<file path="config.mk">
export PLATFORM = sky130hd
export DESIGN_NAME = sf_cmd_sequencer
export DESIGN_NICKNAME = d
export VERILOG_FILES = /design/src/rtl/sf_pkg.sv /design/src/rtl/sf_cmd_fifo.sv /design/src/rtl/sf_cmd_sequencer.sv
export SDC_FILE = /design/constraint.sdc
export NUM_CORES = 1
export LEC_CHECK = 0
export CORE_ASPECT_RATIO = 0.7
export CORE_MARGIN = 5
export CORE_UTILIZATION = 41
export DETAILED_ROUTE_END_ITERATION = 7
export PLACE_DENSITY_LB_ADDON = 0.12
export SYNTH_ARGS = -nofsm -noshare
export SYNTH_HDL_FRONTEND = slang
export SYNTH_SLANG_ARGS = --single-unit
</file>
<file path="constraint.sdc">
create_clock -name clk -period 2.2 [get_ports clk]
set_input_delay 0.44 -clock clk [delete_from_list [all_inputs] [get_ports clk]]
set_output_delay 0.44 -clock clk [all_outputs]
set_load 0.005 [all_outputs]
</file>
<file path="src/rtl/sf_pkg.sv">
// Shared definitions for the sf flip-flop and its command sequencer:
// op codes, FSM states and the sf next-state function.
package sf_pkg;

  localparam logic [1:0] OP_CLR  = 2'b00;
  localparam logic [1:0] OP_SET  = 2'b01;
  localparam logic [1:0] OP_HOLD = 2'b10;
  localparam logic [1:0] OP_TGL  = 2'b11;

  localparam logic [1:0] HOLD_SF = 2'b10;

  typedef enum logic {
    IDLE  = 1'b0,
    ISSUE = 1'b1
  } state_t;

  // Next Q of the sf flop for a given {S,F} pair and current Q.
  function automatic logic sf_next(input logic [1:0] sf, input logic q);
    case (sf)
      OP_CLR:  return 1'b0;
      OP_SET:  return 1'b1;
      OP_HOLD: return q;
      default: return ~q;
    endcase
  endfunction

endpackage

</file>
<file path="src/rtl/sf_cmd_fifo.sv">
// Synchronous command FIFO; head entry is visible on rdata while not empty.
// Pointers carry one extra bit so full and empty can be told apart.
module sf_cmd_fifo #(
  parameter int DEPTH = 4,
  parameter int W     = 6
) (
  input  logic         clk,
  input  logic         rst,
  input  logic         push,
  input  logic [W-1:0] wdata,
  input  logic         pop,
  output logic [W-1:0] rdata,
  output logic         full,
  output logic         empty
);

  localparam int AW = $clog2(DEPTH);

  logic [AW:0]  wr_ptr;
  logic [AW:0]  rd_ptr;
  logic [W-1:0] mem [DEPTH];
  logic         do_push;
  logic         do_pop;

  assign empty   = (wr_ptr == rd_ptr);
  assign full    = (wr_ptr[AW] != rd_ptr[AW]) && (wr_ptr[AW-1:0] == rd_ptr[AW-1:0]);
  assign do_push = push && !full;
  assign do_pop  = pop && !empty;
  assign rdata   = mem[rd_ptr[AW-1:0]];

  // NOTE: sequential state is always assigned with <= so every flop samples pre-edge values.
  always_ff @(posedge clk) begin
    if (rst) begin
      wr_ptr <= '0;
      rd_ptr <= '0;
    end else begin
      if (do_push) wr_ptr <= wr_ptr + 1'b1;
      if (do_pop)  rd_ptr <= rd_ptr + 1'b1;
    end
  end

  // NOTE: storage has no reset; empty/full come from the pointers, so stale data is never read.
  always_ff @(posedge clk) begin
    if (do_push) mem[wr_ptr[AW-1:0]] <= wdata;
  end

endmodule

</file>
<file path="src/rtl/sf_cmd_sequencer.sv">
// Turns queued CLR/SET/HOLD/TGL ops with repeat counts into one registered
// S/F pair per clock for an sf flop, and checks sf.Q against a shadow model.
module sf_cmd_sequencer
  import sf_pkg::*;
#(
  parameter int DEPTH = 4,
  parameter int CNT_W = 4
) (
  input  logic             clk,
  input  logic             rst,
  input  logic             in_valid,
  output logic             in_ready,
  input  logic [1:0]       in_op,
  input  logic [CNT_W-1:0] in_rep,
  output logic             S,
  output logic             F,
  input  logic             q_in,
  output logic             busy,
  output logic             exp_q,
  output logic             exp_known,
  output logic             mismatch
);

  localparam int W = 2 + CNT_W;

  state_t           state;
  logic [CNT_W-1:0] cnt;
  logic [1:0]       sf_r;
  logic [W-1:0]     head;
  logic [1:0]       head_op;
  logic [CNT_W-1:0] head_rep;
  logic             full;
  logic             empty;
  logic             push;
  logic             load;

  assign in_ready = !full;
  assign push     = in_valid && in_ready;
  assign head_op  = head[CNT_W +: 2];
  assign head_rep = head[CNT_W-1:0];
  assign S        = sf_r[1];
  assign F        = sf_r[0];
  assign busy     = (state == ISSUE) || !empty;

  // A new op is taken from IDLE, or back-to-back when the current one issues its last cycle.
  assign load = !empty && ((state == IDLE) || (cnt == '0));

  sf_cmd_fifo #(
    .DEPTH(DEPTH),
    .W    (W)
  ) u_fifo (
    .clk  (clk),
    .rst  (rst),
    .push (push),
    .wdata({in_op, in_rep}),
    .pop  (load),
    .rdata(head),
    .full (full),
    .empty(empty)
  );

  always_ff @(posedge clk) begin
    if (rst) begin
      state     <= IDLE;
      cnt       <= '0;
      sf_r      <= HOLD_SF;
      exp_q     <= 1'b0;
      exp_known <= 1'b0;
      mismatch  <= 1'b0;
    end else begin
      // Shadow follows the S/F pair sf sees on this same edge; the check uses pre-edge values.
      exp_q <= sf_next(sf_r, exp_q);
      if (sf_r == OP_CLR || sf_r == OP_SET) exp_known <= 1'b1;
      if (exp_known && (q_in != exp_q))     mismatch  <= 1'b1;

      if (load) begin
        sf_r  <= head_op;
        cnt   <= head_rep;
        state <= ISSUE;
      end else if (state == ISSUE && cnt != '0) begin
        cnt <= cnt - 1'b1;
      end else begin
        sf_r  <= HOLD_SF;
        state <= IDLE;
      end
    end
  end

endmodule
</file>
==> impl_metrics.py, run 1 <==
metrics = {
    "status": {
        "outcome": "finished, final reports clean",
    },
    "yosys": {
        "synth_simple_gate_area_share": 0.103,
        "synth-edff-count": 24,
        "syn_nets": 155,
        "async_flop_share": 0,
        "muxShareOfSynthArea": 0.0917,
        "synth_warnings": 0,
        "synth_compound_area_frac": 0.0958,
        "ys_ff_latch": 42,
        "synth_xor_area_frac": 0.0340,
        "avgSynthCellArea_sq_um": 13.0,
        "synth_top_family_by_area": "simple AND/OR/NAND/NOR gates",
        "synthAdderAreaFrac": 0.0417,
        "syn_area_sq_mm": 0.00180,
        "ys_types": 37,
        "yosysSeqAreaShare": 0.600,
        "synth-main-ff-cell": "edfxtp_1",
        "synth_cells": 139,
    },
    "global_routing": {
        "grt-ovfl-total": 0,
        "grt_pass1_wl_microns": 5510,
        "track_usage": 0.130,
        "antenna_found_initial": 0,
        "grt_pass1_vias": 1116,
        "grt_max_degree": 14,
    },
    "power": {
        "vdd_ir_drop_max_v": 0.000506,
        "power.density_mw_per_mm2": 1100,
        "power_mw": 2.33,
        "p_leak_nw": 0.753,
    },
    "worst_setup_path": {
        "critical_path_required_ns": 1.76,
        "crit_fanout": 5,
        "arrival_ns": 1.65,
        "critical_path_class": "reg -> out",
        "r2r_setup_slack_ns": 0.50,
        "cp-start-kind": "flop",
        "end_kind": "primary output",
    },
    "floorplanning": {
        "floorplan.initialDensity": 0.419,
        "dieHeight_microns": 65.5,
        "coreArea_sq_mm": 0.00430,
        "dieArea_sq_mm": 0.00584,
        "die_w_microns": 89.2,
        "ioPinCount": 17,
        "num_rows": 20,
    },
    "drt": {
        "drtIter0Drc": 72,
        "firstDrtPassIters": 4,
        "wl_microns": 3360,
        "antenna_left": 0,
        "wl_per_cell_microns": 15.6,
        "num_vias": 1135,
        "drt-vias-per-instance": 5.25,
        "drc": 0,
    },
    "cts": {
        "h-tree-depth": 2,
        "holdBufCountCts": 0,
        "clkTransAtPathRegs_ns": 0.08,
        "clk_path_buf_depth": 2,
        "numCtsBuffers": 5,
        "post_cts_buffers": 0,
        "cts-root-buf": "clkbuf_8",
        "worst_skew_pair.late_latency_ns": 0.29,
        "cts_sinks": 42,
        "cts_tree": "done",
    },
    "layout": {
        "mostFrequentLayoutCells": "edfxtp_1, dfxtp_1, clkdlybuf4s50_1",
        "layoutNonFillerInstCount": 216,
        "areaGrowthSynthToFinish_pct": 18.0,
        "stdcell_area_sq_mm": 0.00213,
        "final_common_cell": "edfxtp_1",
        "final_layout_size_suffix_gt1_frac": 0.137,
        "insertedDiodeCount": 0,
        "fin_nets": 176,
    },
    "hold_path": {
        "hp-class": "reg -> reg",
    },
    "job": {
        "maxCapViolCount": 0,
    },
    "placed_design": {
        "port_buffers": 16,
        "place_inst": 208,
        "gp_routability_congestion": 0.752,
        "dp_hpwl_microns": 2500,
        "placed_area_sq_mm": 0.00202,
    },
    "timing": {
        "finalMaxSlewViolations": 0,
        "tightest_slew_ns": 0.456,
        "finalSetupViolCount": 0,
        "fin_crit_ns": 2.09,
        "fin_crit_sh": 0.952,
        "hold_violations": 0,
        "fmax_mhz": 477,
        "worst_clock_skew_ns": 0.00851,
        "slew_headroom": 0.695,
    },
}
[report_power, final]
part           internal [mW]  total, mW  switching, mW
Combinational          0.387      0.743          0.356
Clock                  0.224      0.475          0.251
Sequential             0.958       1.11          0.153
Total                   1.57       2.33          0.760
[worst max-delay path: stages, from the launching register on]
cell and delay (ns):
dfxtp_2 0.36, xor2_2 0.20, or3_1 0.36, clkdlybuf4s50_1 0.45
[worst paths after layout]
| check | from | endpoint | depth (start not counted) |
|---|---|---|---|
| hold reg to reg | mismatch | mismatch | 2 |
| hold / removal | mismatch | mismatch | 2 |
| setup / recovery | u_fifo.wr_ptr[1] | in_ready | 3 |
| setup reg to reg | u_fifo.rd_ptr[0] | u_fifo.mem[2][5] | 3 |
[through the flow]
step	setup WS (ns)	setup TNS, ns	utilization	hold slack (ns)
CTS	0.0602	0	0.492	0.482
finish	0.105	0	0.494	0.479
floorplan	0.465	0	-	0.460
global placement	0.201	0	0.470	0.448
detailed placement	0.198	0	0.470	0.470
global route	-0.00428	-0.00428	0.494	0.513
[cells in the mapped netlist (all sizes together), types with 2 or more instances]
master,count,area share
nor2,8,0.017
nor3,2,0.0056
mux2,2,0.012
o21ai,6,0.017
dfxtp,18,0.20
inv,6,0.012
buf,5,0.019
or3,3,0.010
mux4,5,0.063
a31oi,3,0.010
nand3b,2,0.0083
ha,6,0.042
nand3,5,0.014
and2,4,0.014
nand2,6,0.012
a211oi,2,0.0083
mux2i,3,0.017
or2b,2,0.0083
nand2b,2,0.0069
xor2,5,0.024
edfxtp,24,0.40
a21oi,7,0.019
xnor2,2,0.0097
o31a,2,0.0097
[layer usage]
layer	wire [microns]	global-route usage	share of wire	vias up
met2	1560	0.190	0.46	25
met5	0	0	0	-
met1	1580	0.186	0.47	550
met4	34	0.0390	0.010	0
met3	190	0.0363	0.056	5
li1	-	-	-	555
[what timing repair did]
action	in CTS	in global routing
endpoints found under the setup margin	1	1
pin swaps	1	0
gates resized for setup	4	2
[registers in the layout (all words and copies together), names as in the netlist, named ones only]
register,count
u_fifo.mem,24
cnt,4
u_fifo.rd_ptr,3
u_fifo.wr_ptr,3
sf_r,2
exp_known,1
exp_q,1
mismatch,1
state,1
[cells by family after synthesis]
| logic type | Yosys count |
|---|---|
| adder cells (fa/ha/maj) | 6 |
| multiplexers | 10 |
| buffers and inverters | 12 |
| XOR/XNOR | 7 |
| flip-flops | 42 |
| AO/OA/AOI/OAI | 26 |
| AND/OR/NAND/NOR | 36 |
[layout make-up]
class	count	area, sq um
flip-flops and latches	42	1090
inverters	6	22.5
clock buffers	6	72.6
repair buffers	20	189
multi-input cells	85	673
fillers	400	2180
well taps	55	68.8
clock inverters	2	13.8
No activity file was read; power rests on OpenSTA's default activity.
==> run 2, diff against run 1 <==
SETUP_SLACK_MARGIN = 0.1   (was default)
==> run 2 against run 1 <==
Compared with the run above: die area unchanged; non-clock buffer count grew 1; sequential share of layout area decreased by 0.57 points; cell area up 1.2%; setup slack improved by 0.14 ns; maximum frequency up 7.1%; routed wire length grew 0.27%; hold slack about the same; sequential power about the same; clock skew fell by 0.0012 ns; sequential cell count unchanged; highest routed layer unchanged.
==> impl_metrics.py, run 2 (same netlist as run 1, synthesis figures left out) <==
metrics = {
    "global_routing": {
        "track_usage": 0.130,
        "grt_pass1_wl_microns": 5510,
        "grt_max_degree": 14,
        "grt-ovfl-total": 0,
        "antenna_found_initial": 0,
        "grt_pass1_vias": 1116,
    },
    "worst_setup_path": {
        "cp-start-kind": "flop",
        "arrival_ns": 1.52,
        "crit_slowest_cell": "dfxtp_4",
        "crit_fanout": 4,
        "critical_path_class": "reg -> out",
        "r2r_setup_slack_ns": 0.44,
        "crit_chain": "xor2_4, nor3_4, or2b_1, clkdlybuf4s15_1",
        "critical-path-max-stage-delay_ns": 0.38,
        "end_kind": "primary output",
        "critical_path_required_ns": 1.76,
    },
    "hold_path": {
        "hp-class": "reg -> reg",
    },
    "power": {
        "vdd_ir_drop_max_v": 0.000512,
        "p_leak_nw": 0.761,
        "power.density_mw_per_mm2": 1100,
        "power_mw": 2.36,
    },
    "cts": {
        "holdBufCountCts": 0,
        "numCtsBuffers": 5,
        "clkTransAtPathRegs_ns": 0.08,
        "h-tree-depth": 2,
        "cts_sinks": 42,
        "cts_tree": "done",
        "clk_path_buf_depth": 2,
        "cts-root-buf": "clkbuf_8",
        "worst_skew_pair.late_latency_ns": 0.29,
    },
    "timing": {
        "hold_violations": 0,
        "fmax_mhz": 511,
        "rsz0062_at_grt": "no",
        "worst_clock_skew_ns": 0.00732,
        "tightest_slew_ns": 0.460,
        "finalMaxSlewViolations": 0,
        "slew_headroom": 0.693,
        "tns_ns": 0,
        "fin_crit_ns": 1.96,
        "finalSetupViolCount": 0,
        "fin_crit_sh": 0.889,
    },
    "drt": {
        "drt-vias-per-instance": 5.18,
        "drtIter0Drc": 86,
        "num_vias": 1124,
        "drc": 0,
        "antenna_left": 0,
        "wl_microns": 3370,
        "firstDrtPassIters": 4,
        "wl_per_cell_microns": 15.5,
    },
    "placed_design": {
        "dp_hpwl_microns": 2500,
        "gp_routability_congestion": 0.752,
        "port_buffers": 16,
    },
    "floorplanning": {
        "coreArea_sq_mm": 0.00430,
        "die_w_microns": 89.2,
        "num_rows": 20,
        "ioPinCount": 17,
        "dieArea_sq_mm": 0.00584,
        "floorplan.initialDensity": 0.419,
        "dieHeight_microns": 65.5,
    },
    "job": {
        "maxCapViolCount": 0,
    },
    "layout": {
        "largest_reg_flops": 24,
        "final_common_cell": "edfxtp_1",
        "mostFrequentLayoutCells": "edfxtp_1, dfxtp_1, clkdlybuf4s50_1",
        "final_layout_size_suffix_gt1_frac": 0.148,
        "insertedDiodeCount": 0,
        "areaGrowthSynthToFinish_pct": 19.4,
        "fin_nets": 177,
    },
    "status": {
        "outcome": "finished, final reports clean",
    },
}
run 2: through the flow:
step / std cells / utilization / area, sq um / worst slack, ns / hold WS [ns]
after CTS: 216 / 0.492 / 2120 / 0.157 / 0.482
final: 217 / 0.500 / 2150 / 0.244 / 0.479
after global routing: 217 / 0.500 / 2150 / 0.147 / 0.513
after floorplan: 139 / - / 1800 / 0.465 / 0.460
after detailed placement: 208 / 0.470 / 2020 / 0.198 / 0.470
after global placement: 208 / 0.470 / 2020 / 0.201 / 0.448
run 2: final timing paths:
| path | startpoint | end | cells past startpoint |
|---|---|---|---|
| worst max register to register | u_fifo.rd_ptr[1] | u_fifo.mem[3][5] | 3 |
| worst min register to register | mismatch | mismatch | 2 |
| worst min-delay path | mismatch | mismatch | 2 |
| worst max-delay path | u_fifo.wr_ptr[0] | busy | 4 |
run 2: what timing repair did:
action                                  in CTS  in global routing
pin swaps                                    1                  1
gates resized for setup                      6                  5
endpoints found under the setup margin       2                  1
setup buffers                                0                  1
run 2: final cells by class:
cell class / count / area, sq um
Fill cell: 396 / 2150
Inverter: 6 / 22.5
Multi-Input combinational cell: 85 / 691
Sequential cell: 42 / 1090
Timing Repair Buffer: 21 / 196
Clock buffer: 6 / 72.6
Tap cell: 55 / 68.8
Clock inverter: 2 / 13.8
run 2: worst max-delay path, delay by kind of cell, from the launching register on:
kind	cells	cell delay (ns)
buffers and inverters	1	0.20
flip-flops	1	0.38
AND/OR/NAND/NOR	2	0.45
XOR/XNOR	1	0.20
run 2: report_power, final:
| part | internal [mW] | switching (mW) | total (mW) |
|---|---|---|---|
| clock | 0.224 | 0.252 | 0.475 |
| combinational | 0.405 | 0.363 | 0.768 |
| sequential | 0.960 | 0.158 | 1.12 |
| total | 1.59 | 0.772 | 2.36 |
run 2: per-layer routing:
layer	global-route usage	vias up	wire, microns
met1	0.186	548	1660
met2	0.190	18	1530
met5	0	-	0
met3	0.0363	5	147
li1	-	553	-
met4	0.0390	0	34
